===== config.mk =====
export PLATFORM = sky130hd
export DESIGN_NAME = frv_asi_iter
export DESIGN_NICKNAME = d
export VERILOG_FILES = /design/src/rtl/frv_asi_iter.sv
export SDC_FILE = /design/constraint.sdc
export NUM_CORES = 1
export LEC_CHECK = 0
export BUFFER_PORTS_ARGS = -buffer_cell sky130_fd_sc_hd__buf_2
export CORE_MARGIN = 4
export CORE_UTILIZATION = 57
export CTS_CLUSTER_DIAMETER = 200
export CTS_CLUSTER_SIZE = 16
export DETAILED_ROUTE_END_ITERATION = 8
export HOLD_SLACK_MARGIN = 0.08
export PLACE_DENSITY_LB_ADDON = 0.15
export SETUP_SLACK_MARGIN = 0.05
export SYNTH_ARGS = -nofsm -noshare
export SYNTH_HDL_FRONTEND = slang
export SYNTH_SLANG_ARGS = --single-unit

===== constraint.sdc =====
create_clock -name g_clk -period 26.9 [get_ports g_clk]
set_input_delay 1.345 -clock g_clk [delete_from_list [all_inputs] [get_ports g_clk]]
set_output_delay 1.345 -clock g_clk [all_outputs]
set_load 0.01 [all_outputs]

===== src/rtl/frv_asi_iter.sv =====
// Iterative AES SubBytes and SHA2 sigma unit. The SHA2 class is built only
// when FRV_ASI_ITER_SHA2_EN is defined; otherwise those uops are illegal.
module frv_asi_iter #(
  parameter int XLEN       = 32,
  parameter int SBOX_LANES = 1
) (
  input  logic            g_clk,
  input  logic            g_resetn,
  input  logic            asi_valid,
  input  logic            asi_flush,
  input  logic [3:0]      asi_uop,
  input  logic [XLEN-1:0] asi_rs1,
  output logic            asi_ready,
  output logic            asi_busy,
  output logic [XLEN-1:0] asi_result
);

  // Handshake: the requester holds asi_valid high with stable asi_uop/asi_rs1
  // until asi_ready; asi_ready marks the single cycle asi_result is valid.
  // Dropping asi_valid or raising asi_flush abandons the operation silently.

  localparam int NBYTES = XLEN / 8;
  localparam int C      = NBYTES / SBOX_LANES;
  localparam int CW     = (C > 1) ? $clog2(C) : 1;
  localparam int LW     = SBOX_LANES * 8;

  typedef enum logic {
    IDLE = 1'b0,
    BUSY = 1'b1
  } state_t;

  state_t          state_q, state_d;
  logic [CW-1:0]   cnt_q, cnt_d;
  logic [XLEN-1:0] part_q, part_d;

  function automatic logic [7:0] rotl8(input logic [7:0] x, input int n);
    return (x << n) | (x >> (8 - n));
  endfunction

  function automatic logic [7:0] gf_mul(input logic [7:0] a, input logic [7:0] b);
    logic [7:0] p;
    logic [7:0] aa;
    p  = 8'h00;
    aa = a;
    for (int i = 0; i < 8; i++) begin
      if (b[i]) p = p ^ aa;
      aa = {aa[6:0], 1'b0} ^ (aa[7] ? 8'h1b : 8'h00);
    end
    return p;
  endfunction

  // Multiplicative inverse as x^254; maps 0 to 0 as the S-box requires.
  function automatic logic [7:0] gf_inv(input logic [7:0] x);
    logic [7:0] r;
    logic [7:0] e;
    r = 8'h01;
    e = 8'hfe;
    for (int i = 7; i >= 0; i--) begin
      r = gf_mul(r, r);
      if (e[i]) r = gf_mul(r, x);
    end
    return r;
  endfunction

  // Forward and inverse S-box share one field inverter per lane.
  function automatic logic [7:0] sbox(input logic [7:0] x, input logic inv);
    logic [7:0] pre;
    logic [7:0] g;
    pre = inv ? (rotl8(x, 1) ^ rotl8(x, 3) ^ rotl8(x, 6) ^ 8'h05) : x;
    g   = gf_inv(pre);
    return inv ? g : (g ^ rotl8(g, 1) ^ rotl8(g, 2) ^ rotl8(g, 3) ^ rotl8(g, 4) ^ 8'h63);
  endfunction

`ifdef FRV_ASI_ITER_SHA2_EN
  function automatic logic [XLEN-1:0] ror(input logic [XLEN-1:0] x, input int n);
    return (x >> n) | (x << (XLEN - n));
  endfunction

  function automatic logic [XLEN-1:0] sha2_sigma(input logic [XLEN-1:0] x,
                                                 input logic [1:0] sel);
    logic [XLEN-1:0] r;
    r = '0;
    if (XLEN == 32) begin
      case (sel)
        2'd0:    r = ror(x, 7)  ^ ror(x, 18) ^ (x >> 3);
        2'd1:    r = ror(x, 17) ^ ror(x, 19) ^ (x >> 10);
        2'd2:    r = ror(x, 2)  ^ ror(x, 13) ^ ror(x, 22);
        default: r = ror(x, 6)  ^ ror(x, 11) ^ ror(x, 25);
      endcase
    end else begin
      case (sel)
        2'd0:    r = ror(x, 1)  ^ ror(x, 8)  ^ (x >> 7);
        2'd1:    r = ror(x, 19) ^ ror(x, 61) ^ (x >> 6);
        2'd2:    r = ror(x, 28) ^ ror(x, 34) ^ ror(x, 39);
        default: r = ror(x, 14) ^ ror(x, 18) ^ ror(x, 41);
      endcase
    end
    return r;
  endfunction
`endif

  logic            is_aes;
  logic            is_sha;
  logic            last;
  logic [XLEN-1:0] aes_op;
  logic [XLEN-1:0] lane_src;
  logic [LW-1:0]   lane_out;
  logic [XLEN-1:0] new_word;
  logic [XLEN-1:0] aes_word;
  logic [XLEN-1:0] sha_word;
  int              shamt;

  always_comb begin
    is_aes   = (asi_uop[3:2] == 2'b00);
    aes_op   = asi_uop[1] ? {asi_rs1[7:0], asi_rs1[XLEN-1:8]} : asi_rs1;
    shamt    = int'(cnt_q) * LW;
    lane_src = aes_op >> shamt;
    lane_out = '0;
    for (int l = 0; l < SBOX_LANES; l++) begin
      lane_out[l*8 +: 8] = sbox(lane_src[l*8 +: 8], asi_uop[0]);
    end
    new_word = XLEN'(lane_out) << shamt;
    aes_word = part_q | new_word;
    last     = (cnt_q == CW'(C - 1));
`ifdef FRV_ASI_ITER_SHA2_EN
    is_sha   = (asi_uop[3:2] == 2'b01);
    sha_word = sha2_sigma(asi_rs1, asi_uop[1:0]);
`else
    is_sha   = 1'b0;
    sha_word = '0;
`endif
  end

  always_comb begin
    state_d    = state_q;
    cnt_d      = cnt_q;
    part_d     = part_q;
    asi_ready  = 1'b0;
    asi_result = '0;
    if (!g_resetn || !asi_valid || asi_flush) begin
      state_d = IDLE;
      cnt_d   = '0;
      part_d  = '0;
    end else if (is_aes) begin
      if (last) begin
        asi_ready  = 1'b1;
        asi_result = aes_word;
        state_d    = IDLE;
        cnt_d      = '0;
        part_d     = '0;
      end else begin
        state_d = BUSY;
        cnt_d   = cnt_q + CW'(1);
        part_d  = aes_word;
      end
    end else begin
      // SHA2 and illegal uops finish in the request cycle.
      asi_ready  = 1'b1;
      asi_result = is_sha ? sha_word : '0;
      state_d    = IDLE;
      cnt_d      = '0;
      part_d     = '0;
    end
  end

  assign asi_busy = (state_q == BUSY);

  always_ff @(posedge g_clk or negedge g_resetn) begin
    if (!g_resetn) begin
      state_q <= IDLE;
      cnt_q   <= '0;
      part_q  <= '0;
    end else begin
      state_q <= state_d;
      cnt_q   <= cnt_d;
      part_q  <= part_d;
    end
  end

endmodule

==> results.txt <==
- Status: completed
- Synthesis produced a netlist whose cell count is 2203.
- For the final database, setup skew stands at 0.00130 ns.
- Nets@finish: 2322
* Share of post-route cells with drive strength above 1: 18.9%
- The number of global-route vias before repair is 16300.
* Quantity of I/O buffers inserted on ports: 73
* Top flip-flop cell by instance count after synthesis: sky130_fd_sc_hd__dfrtp_1
* Net Count, Synth: 2251
- Counting the buffers created by CTS gives 5.
* Least-Margin Pin Slew: 1.00 ns
- Ratio of final minimum period to clock period: 95.9%
- The path with the worst hold slack has its endpoint at part_q[1]$_DFF_PN0_.
* Boundary pin count: 74
* Maximum fanout along the worst path: 13
- Top cells by count, synth: sky130_fd_sc_hd__nor2_1 (324), sky130_fd_sc_hd__xnor2_1 (319), sky130_fd_sc_hd__nand2_1 (187), sky130_fd_sc_hd__a21oi_1 (123), sky130_fd_sc_hd__xnor3_1 (116)
- STA classifies the critical path startpoint as an input pin.
* Initial antenna violation count: 0
- The clock passes through at most 2 buffers.
- Share of flip-flops with an asynchronous set or reset: 100%
- Starting utilization of the core area: 57.7%
* Clk_lat worst skew: 0.27 ns
- After synthesis, the cell types taking the most area are sky130_fd_sc_hd__xnor2_1 (16%), sky130_fd_sc_hd__xnor3_1 (15%), sky130_fd_sc_hd__nor2_1 (6.9%).
- Dominant cell type by count on the critical path: sky130_fd_sc_hd__xnor3_1
- DR pass1 iterations: 7
- Entering global routing, the biggest net connects 51 pins.
* Residual overflow from global routing: 0
- Area of all placed cells without fillers: 19800 um2
* Launching element of the worst setup path: asi_uop[1]
- Depth of the most critical reg-to-reg path: 80
- Clock tree synthesis found a total of 35 sinks.
* Critical path data arrival time: 24.45 ns
- After synthesis the cells add up to 17600 um2.
- In this run the top signal layer used is met4.
* Kind of end point of the critical path: primary output
- Setup violations remaining at the end of the flow were counted as 0.
- Quantity of hold-fixing buffers added after cts: 0
- Routed wire length: 56900 um
- GRT Resource Usage Total: 31.9%
- Yosys printed 0 warnings.
- The die covers 33800 um2.
- Die Span X: 184 um
- Achievable frequency: 0.0388 GHz
* Max-slew violation total from the final report: 0
* Dominant cell by count in the synthesized netlist: sky130_fd_sc_hd__nor2_1
- In the final routed layout, each cell accounts on average for 21.3 um.
- Critical register-to-register path startpoint: cnt_q[1]$_DFF_PN0_
- In the routed design, unresolved DRC markers number 0.
- At the worst endpoint, the required time is 25.55 ns.
* Placer Congestion: 0.941
- In this run the standard cell core region covers 30600 um2.
- Detailed placement ended at an HPWL of 41600 um.
* Hold Crit Depth: 2
- In the routed layout, each cell is associated on average with a via count of 6.45.
- Once detail routing completed, the nets flagged for antenna violations numbered 0.
* Endpoints failing hold: 0
- Share of synthesized area occupied by flip-flops and latches: 4.97%
- Root Buffer Master: sky130_fd_sc_hd__clkbuf_16
- Clock period minus worst slack: 25.80 ns
- The setup check on the worst reg-to-reg path leaves a slack of 3.08 ns.
* Mean instance size in the synthesized netlist: 8.01 um2
- In this run, the number of DRC markers left after iteration 0 of detailed routing was 1757.
- The path class of the tightest hold or removal check is register to register.
- In this run the critical register-to-register path is captured at part_q[7]$_DFF_PN0_.
* Worst rel slew slack: 33.1%
- The top cell type by area accounts for 15.8% of the synthesized area.
- Summed over all nets, wire length on met3 after detailed routing comes to 4630 um.
- The repair_antennas step left the layout with diodes totalling 0.
* Routed vias: 17200
- Total placed instance area: 18800 um2
- Clock-pin slew reported for the worst setup and hold paths after clock tree synthesis: 0.05 ns
* Slowest stage delay, CP: 0.54 ns
- The floorplan has 64 rows.
- The largest total area in the synthesized netlist belongs to sky130_fd_sc_hd__xnor2_1.
- TritonCTS built the clock tree.
- CTS built an H-tree with a depth of 2.
- Post-synth EDFFs: 0
- Area growth, synth to finish: 12.0%
- Height of the die: 184 um
- For this block, wires on met1 add up to 22800 um.
- In this run, distinct cell masters in the synthesized netlist total 109.
- Synthesis-stage register bit count: 35
- The slowest stage of the critical path is the sky130_fd_sc_hd__xnor3_2 cell.
* Reported max-cap violation count: 0
- Wire segments on met2 add up to 27200 um in the final route.
- Global-route wire length before repair: 89000 um
- The critical path is of the input pin to primary output type.
- HP Start: part_q[1]$_DFF_PN0_
==> critical path: cells and delay by family <==
kind | cells | cell delay, ns
muxes | 1 | 0.37
and+or+nand+nor | 18 | 4.67
adders and majority gates | 4 | 1.35
buffers and inverters | 8 | 1.30
xor gates and xnor gates | 33 | 10.72
AOI/OAI and AO/OA | 17 | 4.67
==> state kept, by name, summed over array words and instances (netlist names) <==
signal	cells
cnt_q	2
asi_busy	1
part_q	32
==> routing by layer <==
metal,track usage [%],vias to the layer above
li1,-,7955
met1,42.5,8221
met2,54.4,880
met4,10.5,0
met5,0,-
met3,3.44,184
==> worst max path at each step <==
stage | cells after the start | slack [ns] | end
final | 81 | 1.10 | asi_result[0]
after global routing | 87 | -0.06 | asi_result[26]
after CTS | 90 | 0.09 | asi_result[0]
after detailed placement | 83 | -0.46 | asi_result[0]
after global placement | 81 | 0.10 | asi_result[26]
after floorplan | 100 | 0.07 | asi_result[29]
==> metrics by stage <==
| step | cells | TNS, ns | util (%) | setup slack, ns | hold slack (ns) |
|---|---|---|---|---|---|
| after floorplan | 2203 | 0 | - | 0.0742 | 0.464 |
| after global placement | 2618 | 0 | 61.5 | 0.101 | 0.475 |
| final | 2671 | 0 | 64.6 | 1.10 | 0.494 |
| after detailed placement | 2618 | -7.26 | 61.5 | -0.461 | 0.483 |
| after global routing | 2671 | -0.374 | 64.6 | -0.0605 | 0.523 |
| after CTS | 2637 | 0 | 62.6 | 0.0910 | 0.497 |
==> placed cells by master, fill, tap and decap left out, types with 51 or more instances in the layout <==
master and count:
sky130_fd_sc_hd__nor2_1 321, sky130_fd_sc_hd__xnor2_1 293, sky130_fd_sc_hd__nand2_1 186, sky130_fd_sc_hd__buf_4 140, sky130_fd_sc_hd__a21oi_1 119, sky130_fd_sc_hd__xnor3_1 107, sky130_fd_sc_hd__xor2_1 86, sky130_fd_sc_hd__nor3_1 76
sky130_fd_sc_hd__buf_2 73, sky130_fd_sc_hd__o21ai_0 52, sky130_fd_sc_hd__mux2i_1 51, sky130_fd_sc_hd__nand3_1 51
==> final cells by class <==
class	count	area (um2)
tap	396	495
clock buffer	6	139
sequential	35	876
fill	2619	10800
inverter	30	113
timing repair buffer	217	1490
multi-input combinational	1985	16600
clock inverter	2	38.8
==> cell families after synthesis <==
logic type / Yosys count / synth area share (%)
AND/OR/NAND/NOR: 794 / 20.4
XOR/XNOR: 621 / 45.8
AO/OA/AOI/OAI: 487 / 19.4
buffers and inverters: 183 / 4.49
multiplexers: 75 / 4.45
flip-flops: 35 / 4.97
adder cells (fa/ha/maj): 8 / 0.568
==> what timing repair did <==
action | in CTS | in global routing
endpoints found under the setup margin | 32 | 36
gates resized for setup | 12 | 51
buffers inserted | 11 | 34
pin swaps | 5 | 23
Power is not shown: default switching activity piles up to over one toggle a cycle in this logic, so the estimate is an artifact.
